### src/rtl/mem_data_skew_if.sv
// Bus bundle for mem_data_skew: stream-side controls and word in, staggered lanes out.
interface mem_data_skew_if #(
  parameter int unsigned DATA_WIDTH     = 8,
  parameter int unsigned ARRAY          = 16,
  parameter int unsigned MEM_DATA_WIDTH = DATA_WIDTH * ARRAY
);
  logic                      en;
  logic                      flush;
  logic                      in_valid;
  logic [MEM_DATA_WIDTH-1:0] data_in;
  logic [MEM_DATA_WIDTH-1:0] data_out;
  logic [ARRAY-1:0]          out_valid;
  logic                      busy;

  modport master (
    output en, flush, in_valid, data_in,
    input  data_out, out_valid, busy
  );

  modport slave (
    input  en, flush, in_valid, data_in,
    output data_out, out_valid, busy
  );
endinterface

### src/rtl/mem_data_skew.sv
// Lane-staggering pipeline: lane n of each word is delayed by D(n) enabled cycles,
// growing with n (skew) or shrinking with n (deskew), with per-lane valid bits.
module mem_data_skew #(
  parameter int unsigned DATA_WIDTH     = 8,
  parameter int unsigned ARRAY          = 16,
  parameter int unsigned BASE_DELAY     = 1,
  parameter int unsigned DIRECTION      = 0,
  parameter int unsigned ZERO_FILL      = 1,
  parameter int unsigned MEM_DATA_WIDTH = DATA_WIDTH * ARRAY
) (
  input  logic           clk,
  input  logic           reset,
  mem_data_skew_if.slave bus
);

  logic [MEM_DATA_WIDTH-1:0] data_out_w;
  logic [ARRAY-1:0]          valid_out_w;
  logic [ARRAY-1:0]          lane_busy;

  for (genvar n = 0; n < ARRAY; n++) begin : g_lane
    localparam int unsigned DEPTH =
      BASE_DELAY + ((DIRECTION == 0) ? n : (ARRAY - 1 - n));

    logic [DATA_WIDTH-1:0] data_q [DEPTH];
    logic [DEPTH-1:0]      valid_q;
    logic [DATA_WIDTH-1:0] entry_data;

    // Bubbles optionally enter as zero so idle lanes present clean data to the array.
    assign entry_data = ((ZERO_FILL != 0) && !bus.in_valid)
                        ? '0 : bus.data_in[n*DATA_WIDTH +: DATA_WIDTH];

    always_ff @(posedge clk) begin
      if (reset || bus.flush) begin
        valid_q <= '0;
        for (int unsigned i = 0; i < DEPTH; i++) begin
          data_q[i] <= '0;
        end
      end else if (bus.en) begin
        valid_q[0] <= bus.in_valid;
        data_q[0]  <= entry_data;
        for (int unsigned i = 1; i < DEPTH; i++) begin
          valid_q[i] <= valid_q[i-1];
          data_q[i]  <= data_q[i-1];
        end
      end
    end

    assign data_out_w[n*DATA_WIDTH +: DATA_WIDTH] = data_q[DEPTH-1];
    assign valid_out_w[n]                         = valid_q[DEPTH-1];
    assign lane_busy[n]                           = |valid_q;
  end

  assign bus.data_out  = data_out_w;
  assign bus.out_valid = valid_out_w;
  assign bus.busy      = |lane_busy;

endmodule

### src/flat_wrapper.sv
// flat-port wrapper written by rule: the top's interface ports become plain ports
module mem_data_skew_flat 
#(
  parameter int unsigned DATA_WIDTH     = 8,
  parameter int unsigned ARRAY          = 16,
  parameter int unsigned BASE_DELAY     = 1,
  parameter int unsigned DIRECTION      = 0,
  parameter int unsigned ZERO_FILL      = 1,
  parameter int unsigned MEM_DATA_WIDTH = DATA_WIDTH * ARRAY
)
  (clk, reset, bus_en, bus_flush, bus_in_valid, bus_data_in, bus_data_out, bus_out_valid, bus_busy);
  mem_data_skew_if #(.DATA_WIDTH(DATA_WIDTH), .ARRAY(ARRAY), .MEM_DATA_WIDTH(MEM_DATA_WIDTH)) bus_i ();
  input  logic clk;
  input  logic reset;
  input wire logic [$bits(bus_i.en)-1:0] bus_en;
  input wire logic [$bits(bus_i.flush)-1:0] bus_flush;
  input wire logic [$bits(bus_i.in_valid)-1:0] bus_in_valid;
  input wire logic [$bits(bus_i.data_in)-1:0] bus_data_in;
  output wire logic [$bits(bus_i.data_out)-1:0] bus_data_out;
  output wire logic [$bits(bus_i.out_valid)-1:0] bus_out_valid;
  output wire logic [$bits(bus_i.busy)-1:0] bus_busy;
  assign bus_i.en = bus_en;
  assign bus_i.flush = bus_flush;
  assign bus_i.in_valid = bus_in_valid;
  assign bus_i.data_in = bus_data_in;
  assign bus_data_out = bus_i.data_out;
  assign bus_out_valid = bus_i.out_valid;
  assign bus_busy = bus_i.busy;
  mem_data_skew #(.DATA_WIDTH(DATA_WIDTH), .ARRAY(ARRAY), .BASE_DELAY(BASE_DELAY), .DIRECTION(DIRECTION), .ZERO_FILL(ZERO_FILL), .MEM_DATA_WIDTH(MEM_DATA_WIDTH)) u_core (.clk(clk), .reset(reset), .bus(bus_i));
endmodule
### config.mk
export PLATFORM = sky130hd
export DESIGN_NAME = mem_data_skew_flat
export DESIGN_NICKNAME = d
export VERILOG_FILES = /design/src/rtl/mem_data_skew_if.sv /design/src/rtl/mem_data_skew.sv /design/src/flat_wrapper.sv
export SDC_FILE = /design/constraint.sdc
export NUM_CORES = 1
export LEC_CHECK = 0
export CAP_MARGIN = 20
export CELL_PAD_IN_SITES_DETAIL_PLACEMENT = 0
export CELL_PAD_IN_SITES_GLOBAL_PLACEMENT = 1
export CORE_MARGIN = 2
export CORE_UTILIZATION = 47
export CTS_BUF_LIST = sky130_fd_sc_hd__clkbuf_2
export DETAILED_ROUTE_END_ITERATION = 7
export PLACE_DENSITY_LB_ADDON = 0.1
export SYNTH_ARGS = -nofsm -noshare
export SYNTH_HDL_FRONTEND = slang
export SYNTH_SLANG_ARGS = --single-unit
### constraint.sdc
create_clock -name clk -period 32.8 [get_ports clk]
set_input_delay 6.56 -clock clk [delete_from_list [all_inputs] [get_ports clk]]
set_output_delay 6.56 -clock clk [all_outputs]
set_load 0.01 [all_outputs]
# --- Word level (Yosys, flattened, before mapping) ---
# Memory sizes are Yosys's and may differ from the RTL's.
# Cells that the tools add are included.
totals:
  output_inout_bits: 145
  ram_bits: 1088
  wordCells: 328
  latch_bits: 0
  memories: 16
  regBits: 136
  rom_bits: 0
op_classes:
  mux: 158
  shift: 0
  addsub: 0
  reduce_logical: 3
  div_mod_pow: 0
  order_cmp: 0
  n_eq_ne: 0
  mul: 0
  bitwise_logic: 135
memory_table:
  columns: ["name", "depth", "word_bits", "read_ports", "rd_clocked_by_memory_dff", "write_ports", "line_no", "source"]
  rows:
  - ["u_core.g_lane[15].data_q", 16, 8, 16, 0, 16, "mem_data_skew.sv:24", "logic [DATA_WIDTH-1:0] data_q [DEPTH];"]
  - ["u_core.g_lane[14].data_q", 15, 8, 15, 0, 15, "mem_data_skew.sv:24", null]
  - ["u_core.g_lane[13].data_q", 14, 8, 14, 0, 14, "mem_data_skew.sv:24", null]
  - ["u_core.g_lane[12].data_q", 13, 8, 13, 0, 13, "mem_data_skew.sv:24", null]
  - ["u_core.g_lane[11].data_q", 12, 8, 12, 0, 12, "mem_data_skew.sv:24", null]
  - ["u_core.g_lane[10].data_q", 11, 8, 11, 0, 11, "mem_data_skew.sv:24", null]
  - ["+10 memories", null, null, null, null, null, null, null]
ops:
  columns: ["cell", "count"]
  rows:
  - ["8-bit 2-to-1 mux", 152]
  - ["136-bit OR reduction", 1]
  - ["1-bit OR", 135]
  - ["8-bit OR reduction", 1]
  - ["1-bit 2-to-1 mux", 6]
  - ["1-bit logical OR", 1]

# --- Longest topological paths before layout ---
# Gate-level depths: netlist (run 1).
logic_depth:
  ltp_word: 5
  mapped_depth: 6
  mapped_depth_nobuf: 2

# --- Worst setup path after synthesis (run 1) ---
# Ideal clock, no wire load.
synth_path:
  path_type: "input port to flip-flop"
  startpoint: "input bus_en"
  endpoint: "memory u_core.g_lane[0].data_q[0][0] (enable)"
  arrival_ps: 29754
  path_slack_ps: 1503
  required_ps: 31257
  stages: 2
  n_path_buf: 1
  cell_sequence: "buf_4 or3_1"
synth_between:
  elab_chain_len: 5
synth_rtl:
  columns: ["element", "line_no", "source"]
  rows:
  - ["start, declared", "flat_wrapper.sv:15", "input wire logic [$bits(bus_i.en)-1:0] bus_en;"]
  - ["1-bit 2-to-1 mux (*)", "mem_data_skew.sv:38", "end else if (bus.en) begin"]
  - ["1-bit 2-to-1 mux (*)", "mem_data_skew.sv:33", "if (reset || bus.flush) begin"]
  - ["1-bit 2-to-1 mux (implied by the code) (*)", "mem_data_skew.sv:40", "data_q[0] <= entry_data;"]
  - ["8-bit OR reduction (no source line)", null, null]
  - ["1-bit 2-to-1 mux (no source line) (*)", null, null]
  - ["end, declared", "mem_data_skew.sv:24", null]
# Every way passes the cells marked *; elsewhere a longest branch is shown, timed or not.

==> results by group, run 1 <==
Status
  • Status: finished clean

Synthesis
  • Mux contribution to synthesized area: 0.359%
  • Synth Cell Area: 41800 um2
  • Seq/Total Area, Yosys: 78.9%
  • Ys Warns: 0
  • Adder-cell area share of the yosys netlist: 0%
  • Synth Area in Compound Gates: 0.0180%
  • Mapped Cells: ~2500
  • Syn Nets: 2588
  • Largest family of logic cells by synthesized area: simple AND/OR/NAND/NOR gates
  • Simple-gate share of the synthesized area: 16.6%
  • Count of cell types in the netlist: 18
  • Avg Cell Area, Syn: 17.0 um2
  • Yosys reg bits: roughly 1100
  • Synth Area in XOR/XNOR: 0%

Power
  • PwrDens: 54.5 nW/um2
  • Comb pwr share: under 10%
  • Int Pwr: between 0.0015 and 0.002 W
  • Sequential power share: 63.2%
  • Net Sw Power: 0.000565 W
  • LEAKAGE: approximately 19 nW
  • Clk pwr share: 33.6%
  • Worst IR Drop VDD: 0.0339 mV
  • Sw frac: 22.1%

Drt
  • DRC Markers: 0
  • Number of iterations in the first detailed-routing pass: 6
  • Initial DRC count: 1127
  • Vias/cell: 4.44
  • Via count: 18600
  • Remaining antenna violation count after routing: 0
  • Drt wl/cell: 13.7 um
  • Final WL: 57300 um

Critical path
  • Critical Path End: u_core.g_lane[12].data_q[0][0]$_SDFFCE_PN0P_
  • FF-to-FF path depth: 1
  • Data required, critical path: 33.69 ns
  • Critical Path End Type: register
  • Reg-to-reg critical path startpoint: u_core.g_lane[7].data_q[0][6]$_SDFFCE_PN0P_
  • Crit Path Class: primary input to register
  • Worst Setup SP: bus_en
  • CP Launch Type: primary input
  • Reg2reg end: u_core.g_lane[7].data_q[0][14]$_SDFFCE_PN0P_
  • CP max FO: 84
  • R2R Setup Slk: 31.89 ns
  • Arrival time at the worst endpoint: 11.30 ns

Place
  • Placed Instance Area: 44500 um2
  • Gpl congestion: 0.716
  • IO buf count: 277
  • Post-DP HPWL: between 20000 and 30000 um

Cells and area
  • Number of fill cells: roughly 7300
  • Area growth syn-to-layout: 12.4%
  • Fin area: 47000 um2
  • Area of the multi-input gates: about 7000 um2
  • Layout cells sized above 1: approximately 15%
  • Nets: 2970
  • Register Area: roughly 33000 um2

Clock network
  • Post-CTS Hold Fix Bufs: 0
  • CTS H-tree lvls: 5
  • Resized cells post-CTS: 0
  • Root Buffer: clkbuf_2
  • Clock slew at reported path FFs: roughly 0.09 ns
  • CTS sink count: 1104
  • Post-CTS Setup Bufs: 0
  • CTS Buffer Depth: 4
  • Clk_lat worst skew: 1.35 ns
  • TritonCTS buffer count: 300
  • CTS tree: built

Global routing
  • Total Routing Usage GR: 12.8%
  • Total gr overflow: 0
  • Met3 usage in global routing: 4.74%
  • Global Route met2 Usage: between 10% and 20%
  • First-pass GRT wire length: 94000 um
  • Antenna violations before repair: 4
  • GRT busiest layer: met2
  • M1 GR Usage: 16.5%
  • Pin count of the biggest net entering global routing: between 300 and 400
  • Vias in the first global route: 19400

Floorplanning
  • I/O Pins: around 280
  • Die height: 302 um
  • Die Wd: 302 um
  • Starting Density: 47.4%
  • Total core area: 88200 um2
  • Std-Cell Rows: roughly 110
  • Full die area: about 90000 um2

STA
  • Fin crit period: 10.41 ns
  • Final period util: 31.7%
  • Slew @ Worst Pin: between 1 and 1.5 ns
  • Setup Viol. Count Final: 0
  • Setup skew after layout: 0.0907 ns
  • Achievable Freq: between 90 and 100 MHz
  • Final hold violation count: 0
  • Slew Viols, Final: 0
  • RSZ-0062 raised after global routing: false
  • Slew margin rel.: approximately 26%
  • Setup_tns: 0 ns

Hold path
  • Min-delay worst type: register to register
  • Hold Crit Depth: 1

Run
  • Max-cap violations: 0
## metrics by stage
stage                     util, %  cells  hold WS (ns)  total power [W]  setup slack [ns]
after floorplan                 -   2455         0.466          0.00175              1.50
after global placement       50.4   3696         0.493          0.00173             21.24
after detailed placement     50.4   3696         0.501          0.00173             21.02
after CTS                    53.1   4174         0.412          0.00262             22.59
after global routing         53.3   4180         0.433          0.00270             22.09
final                        53.3   4180         0.430          0.00256             22.39
## placed cells by master (no fill, tap or decap), drive strengths merged
master | Yosys | routed
and2 | 1088 | 1088
and4bb | 1 | 1
buf | 168 | 24
bufinv | 0 | 2
clkbuf | 53 | 420
clkdlybuf4s50 | 0 | 277
clkinv | 0 | 47
dfxtp | 16 | 16
diode | 0 | 2
edfxtp | 1088 | 1088
inv | 1 | 10
mux2i | 15 | 15
nand4 | 1 | 1
nor2 | 16 | 16
nor3b | 1 | 1
nor4 | 4 | 4
o21bai | 1 | 1
or2 | 1 | 1
or3 | 1 | 1
## routing by layer
metal	vias up	wire length (um)	part of all wire [%]
met5	-	10	0.017
met4	2	1200	2.1
met2	427	26700	47
met1	8713	25800	45
met3	109	3560	6.2
li1	9314	-	-
## synthesized netlist by cell type, drive strengths merged
cell type,instances,area [um2]
or3,1,6.26
mux2i,15,150
nor3b,1,12.5
clkbuf,53,201
edfxtp,1088,32700
buf,168,1500
nor2,16,60.1
and4bb,1,12.5
nand4,1,6.26
o21bai,1,7.51
inv,1,3.75
and2,1088,6810
nor4,4,25.0
or2,1,6.26
dfxtp,16,320
## power groups by stage
stage | clock network (W) | registers (W) | logic [W]
6_report | 0.000861 | 0.00162 | 0.0000820
5_1_grt | 0.000985 | 0.00162 | 0.0000911
4_1_cts | 0.000914 | 0.00162 | 0.0000833
3_5_place_dp | 0 | 0.00165 | 0.0000830
3_3_place_gp | 0 | 0.00165 | 0.0000810
2_1_floorplan | 0 | 0.00169 | 0.0000517
## layout make-up
type,instances,area share [%]
clock buffers,420,4.47
flip-flops and latches,1104,70.2
multi-input cells,1129,15.1
well taps,1165,3.10
diodes,2,0.0107
inverters,1,0.00799
repair buffers,301,6.48
clock inverters,58,0.578
## cell families after synthesis
logic type | after synthesis
AND/OR/NAND/NOR | 1113
flip-flops | 1104
buffers and inverters | 222
multiplexers | 15
AO/OA/AOI/OAI | 1
## worst max-delay path, stage by stage
cell and delay [ns]:
clkdlybuf4s50_1 1.11, or3_4 0.79, buf_4 0.88, buf_4 0.86, buf_4 0.94
## sequential cells by signal, indices dropped and copies added (netlist names)
name and count:
u_core.g_lane.valid_q 16, u_core.g_lane.data_q 1088
## worst min path at each step
stage / from / slack (ns) / endpoint
3_3_place_gp: u_core.g_lane[8].valid_q[0]$_SDFFE_PP0P_ / 0.49 / u_core.g_lane[8].valid_q[0]$_SDFFE_PP0P_
6_report: u_core.g_lane[14].data_q[0][25]$_SDFFCE_PN0P_ / 0.43 / u_core.g_lane[14].data_q[0][33]$_SDFFCE_PN0P_
2_1_floorplan: u_core.g_lane[8].valid_q[0]$_SDFFE_PP0P_ / 0.47 / u_core.g_lane[8].valid_q[0]$_SDFFE_PP0P_
3_5_place_dp: u_core.g_lane[10].data_q[3][15]$_SDFFCE_PN0P_ / 0.50 / u_core.g_lane[10].data_q[4][7]$_SDFFCE_PN0P_
4_1_cts: u_core.g_lane[14].data_q[0][25]$_SDFFCE_PN0P_ / 0.41 / u_core.g_lane[14].data_q[0][33]$_SDFFCE_PN0P_
5_1_grt: u_core.g_lane[14].data_q[0][25]$_SDFFCE_PN0P_ / 0.43 / u_core.g_lane[14].data_q[0][33]$_SDFFCE_PN0P_
Power figures use the tool's default switching activity.
==> run 2: changes to the inputs <==
Settings changed: CORE_UTILIZATION 47 to 52.
Clock period 32.8 ns to 10.01 ns, I/O delays scaled along.
==> results by group, run 2 (synthesis gave the netlist of run 1 again) <==
Critical path
  • R2R Setup Slk: 9.14 ns (was 31.89 ns)
  • Arrival time at the worst endpoint: 2.53 ns (was 11.30 ns)
  • Reg2reg end: u_core.g_lane[8].data_q[0][9]$_SDFFCE_PN0P_ (was u_core.g_lane[7].data_q[0][14]$_SDFFCE_PN0P_)
  • FF-to-FF path depth: 1 (unchanged)
  • CP Launch Type: register (was primary input)
  • Reg-to-reg critical path startpoint: u_core.g_lane[8].data_q[0][1]$_SDFFCE_PN0P_ (was u_core.g_lane[7].data_q[0][6]$_SDFFCE_PN0P_)
  • Crit Path Class: register to output pin (was primary input to register)
  • Critical Path End Type: output pin (was register)
  • Data required, critical path: 8.01 ns (was 33.69 ns)
  • CP max FO: 4 (was 84)
  • CP max stage delay: 0.50 ns (was 1.11 ns)
  • CP cell instances: nor4_1, nand4_1, clkdlybuf4s50_1 (was clkdlybuf4s50_1, or3_4, buf_4, buf_4, buf_4)
  • CP max-delay cell: clkdlybuf4s50_1 (unchanged)

Cells and area
  • Nets: 2961 (was 2970)
  • Max reg flops: 1088 (unchanged)
  • Layout cells sized above 1: 15.4% (was 15.3%)
  • Number of fill cells: 6229 (was 7256)
  • Reg with most FFs: u_core.g_lane.data_q (unchanged)
  • Final std cells w/o fill: 4038 (was 4180)
  • Top Registers: u_core.g_lane.data_q x1088, u_core.g_lane.valid_q x16 (unchanged)
  • Most frequent cells in the layout: 1088 x and2_1, 1088 x edfxtp_1, 426 x clkbuf_2, 277 x clkdlybuf4s50_1, 19 x clkinv_1 (was 1088 x and2_1, 1088 x edfxtp_1, 420 x clkbuf_2, 277 x clkdlybuf4s50_1, 46 x clkinv_1)
  • Area growth syn-to-layout: 11.8% (was 12.4%)
  • Util after Layout: 58.9% (was 53.3%)

Floorplanning
  • Starting Density: 52.7% (was 47.4%)
  • Die Wd: 287 um (was 302 um)
  • Std-Cell Rows: 103 (was 109)
  • Die height: 287 um (was 302 um)
  • Total core area: 79300 um2 (was 88200 um2)
  • I/O Pins: 278 (unchanged)
  • Full die area: 82700 um2 (was 91300 um2)

Clock network
  • CTS Buffer Depth: 4 (unchanged)
  • Post-CTS Setup Bufs: 0 (unchanged)
  • TritonCTS buffer count: 297 (was 300)
  • CTS tree: built (unchanged)
  • Clk_lat worst skew: 1.34 ns (was 1.35 ns)
  • Clock slew at reported path FFs: 0.09 ns (about the same)
  • CTS sink count: 1104 (unchanged)
  • Post-CTS Hold Fix Bufs: 0 (unchanged)
  • Root Buffer: clkbuf_2 (unchanged)
  • Resized cells post-CTS: 0 (unchanged)
  • CTS H-tree lvls: 5 (unchanged)

Place
  • IO buf count: 277 (unchanged)
  • Post-DP HPWL: 27000 um (was 29700 um)
  • Placed insts: 3579 (was 3696)
  • Gpl congestion: 0.731 (was 0.716)

STA
  • RSZ-0062 raised after global routing: false (unchanged)
  • Final period util: 45.2%
  • Achievable Freq: between 200 and 250 MHz
  • Setup skew after layout: 0.121 ns (was 0.0907 ns)
  • Final hold violation count: 0 (unchanged)
  • Setup Viol. Count Final: 0 (unchanged)
  • Slew margin rel.: 29.4% (was 25.7%)
  • Slew @ Worst Pin: 1.06 ns (was 1.11 ns)
  • Slew Viols, Final: 0 (unchanged)
  • Fin crit period: between 4 and 5 ns

Drt
  • Drt wl/cell: 13.5 um (was 13.7 um)
  • Initial DRC count: 1267 (was 1127)
  • Remaining antenna violation count after routing: 0 (unchanged)
  • DRC Markers: 0 (unchanged)
  • Number of iterations in the first detailed-routing pass: 4 (was 6)
  • Vias/cell: 4.53 (was 4.44)
  • Via count: 18300 (was 18600)
  • Final WL: 54400 um (was 57300 um)

Global routing
  • Antenna violations before repair: 2 (was 4)
  • Total gr overflow: 0 (unchanged)
  • First-pass GRT wire length: 91000 um (was 94000 um)
  • Pin count of the biggest net entering global routing: 294 (was 338)
  • Vias in the first global route: 18900 (was 19400)
  • Total Routing Usage GR: 13.6% (was 12.8%)

Hold path
  • Hold endpoint: u_core.g_lane[15].data_q[0][58]$_SDFFCE_PN0P_ (was u_core.g_lane[14].data_q[0][33]$_SDFFCE_PN0P_)
  • Worst hold start: u_core.g_lane[15].data_q[0][50]$_SDFFCE_PN0P_ (was u_core.g_lane[14].data_q[0][25]$_SDFFCE_PN0P_)
  • Hold Crit Depth: 1 (unchanged)
  • Min-delay worst type: register to register (unchanged)

Power
  • LEAKAGE: 19.1 nW (about the same)
  • PwrDens: 179 nW/um2 (was 54.5 nW/um2)
  • Worst IR Drop VDD: 0.0783 mV (was 0.0339 mV)

Run
  • Max-cap violations: 0 (unchanged)

Status
  • Status: finished clean (unchanged)
[run 2: area by class of cell]
type                    count  area [um2]  share of cell area (%)
multi-input cells        1129        7120                    15.2
repair buffers            295        2970                    6.36
clock inverters            31         178                   0.380
inverters                   1        3.75                 0.00804
well taps                1050        1310                    2.81
clock buffers             426        2130                    4.56
flip-flops and latches   1104       33000                    70.6
diodes                      2        5.00                  0.0107
[run 2: stage by stage]
stage / instance area (um2) / TNS, ns / hold WS, ns / worst slack (ns) / total power [W]
floorplan: 41800 / -186.53 / 0.466 / -0.171 / 0.00560
global placement: 44400 / 0 / 0.497 / 4.42 / 0.00567
detailed placement: 44400 / 0 / 0.501 / 4.27 / 0.00568
CTS: 46700 / 0 / 0.394 / 5.23 / 0.00853
global route: 46700 / 0 / 0.393 / 5.15 / 0.00881
finish: 46700 / 0 / 0.408 / 5.48 / 0.00835
[run 2: worst max-delay path by stage]
stage | start | endpoint | slack (ns) | cells after the start
3_3_place_gp | bus_en | u_core.g_lane[3].data_q[0][2]$_SDFFCE_PN0P_ | 4.42 | 4
5_1_grt | u_core.g_lane[8].valid_q[6]$_SDFFE_PP0P_ | bus_busy | 5.15 | 3
6_report | u_core.g_lane[8].valid_q[6]$_SDFFE_PP0P_ | bus_busy | 5.48 | 3
2_1_floorplan | bus_en | u_core.g_lane[0].data_q[0][0]$_SDFFCE_PN0P_ | -0.17 | 2
3_5_place_dp | bus_en | u_core.g_lane[3].data_q[0][0]$_SDFFCE_PN0P_ | 4.27 | 4
4_1_cts | u_core.g_lane[8].valid_q[6]$_SDFFE_PP0P_ | bus_busy | 5.23 | 3
[run 2: power by group]
group,switching (W),internal (W),total [W]
registers,0.0000402,0.00526,0.00530
logic,0.000145,0.000120,0.000265
clock network,0.00163,0.00116,0.00279
total,0.00182,0.00654,0.00835
[run 2: critical path: cells and delay by family (launching register included)]
family	cells	cell delay [ns]
buf+inv	1	0.50
flops	1	0.36
simple gates	2	0.43
[run 2: per-layer routing]
layer  track usage [%]  routed length (um)  up-vias
met5                 0                   0        -
met4              6.52                1080        0
met3              4.82                3020       89
met2              20.5               25700      398
met1              17.6               24600     8556
li1                  -                   -     9259
